`src/rtl/sram_req_arbiter_pkg.sv`:
```
// Shared types for the instruction/data SRAM request arbiter.
package sram_req_arbiter_pkg;

  // Requester identity; also the payload stored in the in-order tag FIFO.
  typedef enum logic {
    ArbSrcInst = 1'b0,
    ArbSrcData = 1'b1
  } arb_src_e;

  // Address-phase FSM: StHold means a grant is on the bus but not yet accepted.
  typedef enum logic {
    StIdle = 1'b0,
    StHold = 1'b1
  } arb_state_e;

  // Unified request bus: wr + wstrb + addr + wdata (69 bits) plus source (1 bit).
  localparam int unsigned ArbReqBusWd = 70;

  typedef struct packed {
    logic        wr;
    logic [3:0]  wstrb;
    logic [31:0] addr;
    logic [31:0] wdata;
    arb_src_e    src;
  } arb_req_t;

endpackage

```
`src/rtl/arb_tag_fifo.sv`:
```
// In-order FIFO of 1-bit source tags for outstanding memory transactions.
module arb_tag_fifo #(
  parameter int unsigned Depth = 2
) (
  input  logic clk,
  input  logic reset,
  input  logic push,
  input  logic pop,
  input  logic din,
  output logic head,
  output logic full,
  output logic empty
);

  // Pointers carry one extra wrap bit so full and empty are distinguishable.
  localparam int unsigned PtrW = $clog2(Depth) + 1;
  localparam int unsigned IdxW = (Depth > 1) ? $clog2(Depth) : 1;

  logic [Depth-1:0] mem_q;
  logic [PtrW-1:0]  wr_ptr_q, rd_ptr_q;
  logic [PtrW-1:0]  ptr_diff;
  logic [IdxW-1:0]  wr_idx, rd_idx;

  // Storage index and occupancy derived from the wrap-bit pointers.
  always_comb begin
    wr_idx   = (Depth > 1) ? wr_ptr_q[IdxW-1:0] : '0;
    rd_idx   = (Depth > 1) ? rd_ptr_q[IdxW-1:0] : '0;
    ptr_diff = wr_ptr_q - rd_ptr_q;
    full     = (ptr_diff == PtrW'(Depth));
    empty    = (wr_ptr_q == rd_ptr_q);
    head     = mem_q[rd_idx];
  end

  // Pointer advance and tag write; push and pop may coincide.
  always_ff @(posedge clk) begin
    if (reset) begin
      mem_q    <= '0;
      wr_ptr_q <= '0;
      rd_ptr_q <= '0;
    end else begin
      if (push) begin
        mem_q[wr_idx] <= din;
        wr_ptr_q      <= wr_ptr_q + PtrW'(1);
      end
      if (pop) begin
        rd_ptr_q <= rd_ptr_q + PtrW'(1);
      end
    end
  end

endmodule

```
`src/rtl/sram_req_arbiter.sv`:
```
// Arbitrates the fetch and data ports onto one split-transaction memory port,
// holding each grant until accepted and routing responses back in issue order.
module sram_req_arbiter
  import sram_req_arbiter_pkg::*;
#(
  parameter int unsigned OUTSTANDING  = 2,
  parameter int unsigned STARVE_LIMIT = 8
) (
  input  logic        clk,
  input  logic        reset,
  input  logic        inst_req,
  input  logic [31:0] inst_addr,
  output logic        inst_addr_ok,
  output logic        inst_data_ok,
  output logic [31:0] inst_rdata,
  input  logic        data_req,
  input  logic        data_wr,
  input  logic [3:0]  data_wstrb,
  input  logic [31:0] data_addr,
  input  logic [31:0] data_wdata,
  output logic        data_addr_ok,
  output logic        data_data_ok,
  output logic [31:0] data_rdata,
  output logic        mem_req,
  output logic        mem_wr,
  output logic [3:0]  mem_wstrb,
  output logic [31:0] mem_addr,
  output logic [31:0] mem_wdata,
  input  logic        mem_addr_ok,
  input  logic        mem_data_ok,
  input  logic [31:0] mem_rdata,
  output logic        arb_err
);

  localparam int unsigned CntW = $clog2(STARVE_LIMIT + 1);

  arb_state_e      state_q;
  arb_src_e        grant_src_q;
  logic [CntW-1:0] starve_q;
  logic            arb_err_q;

  logic     fifo_full_raw, fifo_empty, fifo_head;
  logic     fifo_full, push, pop, starved;
  arb_src_e idle_src, grant;
  arb_req_t inst_bus, data_bus, sel_bus;

  arb_tag_fifo #(
    .Depth(OUTSTANDING)
  ) u_tag_fifo (
    .clk  (clk),
    .reset(reset),
    .push (push),
    .pop  (pop),
    .din  (grant),
    .head (fifo_head),
    .full (fifo_full_raw),
    .empty(fifo_empty)
  );

  // Grant selection, request muxing and handshake routing (zero added latency).
  always_comb begin
    pop       = mem_data_ok & ~fifo_empty & ~reset;
    // A same-cycle pop frees a slot, so fullness is judged after the pop.
    fifo_full = fifo_full_raw & ~pop;
    starved   = (starve_q == CntW'(STARVE_LIMIT)) & inst_req;
    idle_src  = (data_req & ~starved) ? ArbSrcData : ArbSrcInst;
    grant     = (state_q == StHold) ? grant_src_q : idle_src;

    inst_bus  = '{wr: 1'b0, wstrb: 4'h0, addr: inst_addr, wdata: 32'h0, src: ArbSrcInst};
    data_bus  = '{wr: data_wr, wstrb: data_wstrb, addr: data_addr, wdata: data_wdata,
                  src: ArbSrcData};
    sel_bus   = (grant == ArbSrcData) ? data_bus : inst_bus;

    mem_req   = ~reset & ~fifo_full & (inst_req | data_req | (state_q == StHold));
    mem_wr    = sel_bus.wr;
    mem_wstrb = sel_bus.wstrb;
    mem_addr  = sel_bus.addr;
    mem_wdata = sel_bus.wdata;

    push         = mem_req & mem_addr_ok;
    inst_addr_ok = push & (sel_bus.src == ArbSrcInst);
    data_addr_ok = push & (sel_bus.src == ArbSrcData);

    inst_data_ok = pop & (arb_src_e'(fifo_head) == ArbSrcInst);
    data_data_ok = pop & (arb_src_e'(fifo_head) == ArbSrcData);
    inst_rdata   = mem_rdata;
    data_rdata   = mem_rdata;
    arb_err      = arb_err_q;
  end

  // Address-phase FSM: latch the source whenever a presented grant is not accepted.
  always_ff @(posedge clk) begin
    if (reset) begin
      state_q     <= StIdle;
      grant_src_q <= ArbSrcInst;
    end else begin
      unique case (state_q)
        StIdle: begin
          if (mem_req && !mem_addr_ok) begin
            state_q     <= StHold;
            grant_src_q <= grant;
          end
        end
        StHold: begin
          if (mem_addr_ok) begin
            state_q <= StIdle;
          end
        end
        default: state_q <= StIdle;
      endcase
    end
  end

  // Starvation counter: counts consecutive cycles the fetch request is denied.
  always_ff @(posedge clk) begin
    if (reset) begin
      starve_q <= '0;
    end else if (!inst_req || inst_addr_ok) begin
      starve_q <= '0;
    end else if (starve_q != CntW'(STARVE_LIMIT)) begin
      starve_q <= starve_q + CntW'(1);
    end
  end

  // Sticky error: a response arrived with nothing outstanding.
  always_ff @(posedge clk) begin
    if (reset) begin
      arb_err_q <= 1'b0;
    end else if (mem_data_ok && fifo_empty) begin
      arb_err_q <= 1'b1;
    end
  end

endmodule

```
`config.mk`:
```
export PLATFORM = sky130hd
export DESIGN_NAME = sram_req_arbiter
export DESIGN_NICKNAME = d
export VERILOG_FILES = /design/src/rtl/sram_req_arbiter_pkg.sv /design/src/rtl/arb_tag_fifo.sv /design/src/rtl/sram_req_arbiter.sv
export SDC_FILE = /design/constraint.sdc
export NUM_CORES = 1
export LEC_CHECK = 0
export ABC_AREA = 1
export BUFFER_PORTS_ARGS = -buffer_cell sky130_fd_sc_hd__clkbuf_2
export CORE_AREA = 2 2 109 111
export CTS_CLUSTER_SIZE = 25
export DETAILED_ROUTE_END_ITERATION = 10
export DIE_AREA = 0 0 111 113
export PLACE_DENSITY_LB_ADDON = 0.1
export SLEW_MARGIN = 20
export SYNTH_ARGS = -nofsm -noshare
export SYNTH_HDL_FRONTEND = slang
export SYNTH_SLANG_ARGS = --single-unit
```
`constraint.sdc`:
```
create_clock -name clk -period 3.35 [get_ports clk]
set_input_delay 0.5025 -clock clk [delete_from_list [all_inputs] [get_ports clk]]
set_output_delay 0.5025 -clock clk [all_outputs]
set_load 0.05 [all_outputs]
```
==> metrics.md <==
| Metric | Value |
|---|---|
| Fin crit share | 80.8% |
| Total Routed Length | 6960 µm |
| H-Tree Level Count | 1 |
| Sw Share | 50.6% |
| CTS Sinks | 13 |
| Syn Nets | 495 |
| Fmax achieved | 369 MHz |
| Total Routing Usage GR | 10.5% |
| Maximum VDD drop | 0.000140 V |
| Pre-CTS setup slack | 799 ps |
| Via density | 3.73 |
| Grt met1 use | 12.3% |
| Routed vias | 2,278 |
| First-pass GRT wire length | 10,900 µm |
| Clock Pin Slew Worst Setup and Hold Paths | 50 ps |
| Setup Viol. Count Final | 0 |
| GRT overflow | 0 |
| Psw | 0.000465 W |
| Outcome | complete, no violations |
| Met3 GRT Util | 3.37% |
| Row cnt | 39 |
| CP Capture Point | mem_addr[3] |
| Initial antenna violation count | 0 |
| Drt drc | 0 |
| Slew @ Worst Pin | 717 ps |
| Avg Cell Area, Syn | 5.43 µm² |
| Count of cell types in the netlist | 23 |
| Vias in the first global route | 2,198 |
| Post-CTS sizing | 0 |
| CTS Buf Count | 3 |
| WL/cell | 11.4 µm |
| #FFs+latches synth | 13 |
| CTS tree | yes |
| Initial Utilization | 17.0% |
| Setup Fix Bufs, Post-CTS | 0 |
| Area growth, synth to finish | 34.1% |
| R2R Setup Slk | 1510 ps |
| Final Max Tran Viols | 0 |
| CP Data Arrival Time | 2200 ps |
| Pleak | 1.73 nW |
| RSZ-0062 raised after global routing | false |
| CP Launch Type | flip-flop |
| Port bufs | 181 |
| Min Tclk post-route | 2710 ps |
| Terminus of the critical flop-to-flop path | grant_src_q$_SDFFE_PP0P_ |
| Cell count after placement | 606 |
| Max Cap Viol | 0 |
| Die Area | 12,500 µm² |
| Total Negative Setup Slacks | 0 ps |
| Synth Instances | 354 |
| GPL Wtd Cong | 0.728 |
| Clock Latency Late Sink | 240 ps |
| R2R depth | 7 |
| GRT met2 Usage | 17.9% |
| I/O Pins | 278 |
| Clk network pwr share | 25.2% |
| Die H | 113 µm |
| Hold Violations, Final | 0 |
| Setup WS post-layout | 643 ps |
| Critical path required time | 2850 ps |
| Worst setup startpoint | starve_q[0]$_SDFFE_PP0P_ |
| Crit path max fanout | 36 |
| Post-route ant nets | 0 |
| Gate power share | 56.5% |
| Int Pwr | 0.000455 W |
| Root buffer cell | clkbuf_16 |
| Final Util | 22.9% |
| Setup crit end kind | output port |
| Sequential area share after synthesis | 13.6% |
| Hold buffers post-CTS | 0 |
| Core area | 11,300 µm² |
| Clock Path Buffers | 2 |
| Dpl hpwl | 5950 µm |
| Synthesized area | 1920 µm² |
| Synth warnings | 0 |
| Nets | 609 |
| Setup CP Type | reg2out |
| Pin count of the biggest net entering global routing | 42 |
| PwrDens | 357 nW/µm² |
| Fin cells | 610 |
| Max_slew headroom | 52.0% |
| Inserted Diodes | 0 |
| Die width | 111 µm |
| Worst Skew | 0.921 ps |
| DR pass1 iterations | 4 |
| Most Used Layer, Global Route | met2 |
| Hold crit path type | reg2reg |
| FF-to-FF Start | starve_q[0]$_SDFFE_PP0P_ |
| 1st-iter DRT viols | 78 |
| Final hold slack | 465 ps |
| Reg power frac | 18.3% |
| Layout cells sized above 1 | 42.2% |
[cell type report]
type,instances,area [µm²]
clock buffer,4,78.8
inverter,55,206
tap,143,179
timing repair buffer,183,921
multi-input combinational,212,931
fill,1325,8700
sequential,13,260
[flip-flops by register name, summed over array words and instances (netlist names)]
register             cells
grant_src_q              1
u_tag_fifo.rd_ptr_q      2
state_q                  1
starve_q                 4
u_tag_fifo.wr_ptr_q      2
arb_err                  1
u_tag_fifo.mem_q         2
[placed cells by master (no fill, tap or decap), drive strengths merged]
cell type / instances
nand3: 5
nand4: 4
inv: 55
o21ai: 4
nand2: 127
buf: 2
nor2: 59
ha: 2
o31ai: 1
a21oi: 4
a21boi: 1
xor2: 3
nor3: 1
clkbuf: 185
dfxtp: 13
nor3b: 1
[Yosys cell counts]
| cell type | count | area [µm²] |
|---|---|---|
| nand2_1 | 124 | 465 |
| buf_4 | 64 | 480 |
| nor2_1 | 57 | 214 |
| inv_1 | 53 | 199 |
| dfxtp_1 | 13 | 260 |
| buf_2 | 10 | 50.1 |
| nand3_1 | 4 | 20.0 |
| nand4_1 | 4 | 25.0 |
| a21oi_1 | 3 | 15.0 |
| o21ai_0 | 3 | 15.0 |
| xor2_1 | 3 | 26.3 |
| ha_1 | 2 | 25.0 |
| inv_2 | 2 | 7.51 |
| nand2_4 | 2 | 22.5 |
| nor2_4 | 2 | 22.5 |
| a21boi_2 | 1 | 11.3 |
| a21oi_2 | 1 | 8.76 |
| nand2_2 | 1 | 6.26 |
| nand3_2 | 1 | 10.0 |
| nor3_1 | 1 | 5.00 |
| nor3b_1 | 1 | 7.51 |
| o21ai_4 | 1 | 16.3 |
| o31ai_1 | 1 | 7.51 |
[logic make-up after synthesis]
family / after synthesis / synth area share (%)
compound gates: 10 / 3.84
xor+xnor: 3 / 1.37
simple gates: 197 / 41.6
flops: 13 / 13.6
buf+inv: 129 / 38.4
fa+ha+maj: 2 / 1.30
[through the flow]
step / instance area [µm²] / power (W)
after floorplan: 1920 / 0.000744
after detailed placement: 2500 / 0.000699
after global routing: 2580 / 0.000982
after CTS: 2580 / 0.000939
after global placement: 2500 / 0.000699
final: 2580 / 0.000920
[worst min path at each step]
stage               slack (ps)                  endpoint  cells after the start                      from
floorplan                  430  grant_src_q$_SDFFE_PP0P_                      2  grant_src_q$_SDFFE_PP0P_
global placement           450      arb_err$_SDFFE_PP0P_                      2      arb_err$_SDFFE_PP0P_
detailed placement         460  grant_src_q$_SDFFE_PP0P_                      2  grant_src_q$_SDFFE_PP0P_
CTS                        460  grant_src_q$_SDFFE_PP0P_                      2  grant_src_q$_SDFFE_PP0P_
global route               490  grant_src_q$_SDFFE_PP0P_                      2  grant_src_q$_SDFFE_PP0P_
finish                     460  grant_src_q$_SDFFE_PP0P_                      2  grant_src_q$_SDFFE_PP0P_
[power by group through the flow]
stage | Clock, W | Sequential (W) | Combinational, W
after CTS | 0.000242 | 0.000168 | 0.000529
after global routing | 0.000251 | 0.000170 | 0.000561
after global placement | 0 | 0.000171 | 0.000528
after detailed placement | 0 | 0.000171 | 0.000527
final | 0.000232 | 0.000168 | 0.000520
after floorplan | 0 | 0.000176 | 0.000568
[per-layer routing]
metal	wire length, µm	part of all wire [%]
met3	626	9.0
met5	0	0
met4	221	3.2
met2	3350	48
met1	2760	40
[worst max-delay path, cell delays in order (launching register included)]
cell and delay [ps]:
dfxtp_1 390, inv_1 60, ha_1 200, nand4_1 160, nand2_1 90, nand2_2 540, nand2_1 120, nand2_1 110
clkbuf_2 270
(Power assumes the default switching activity.)
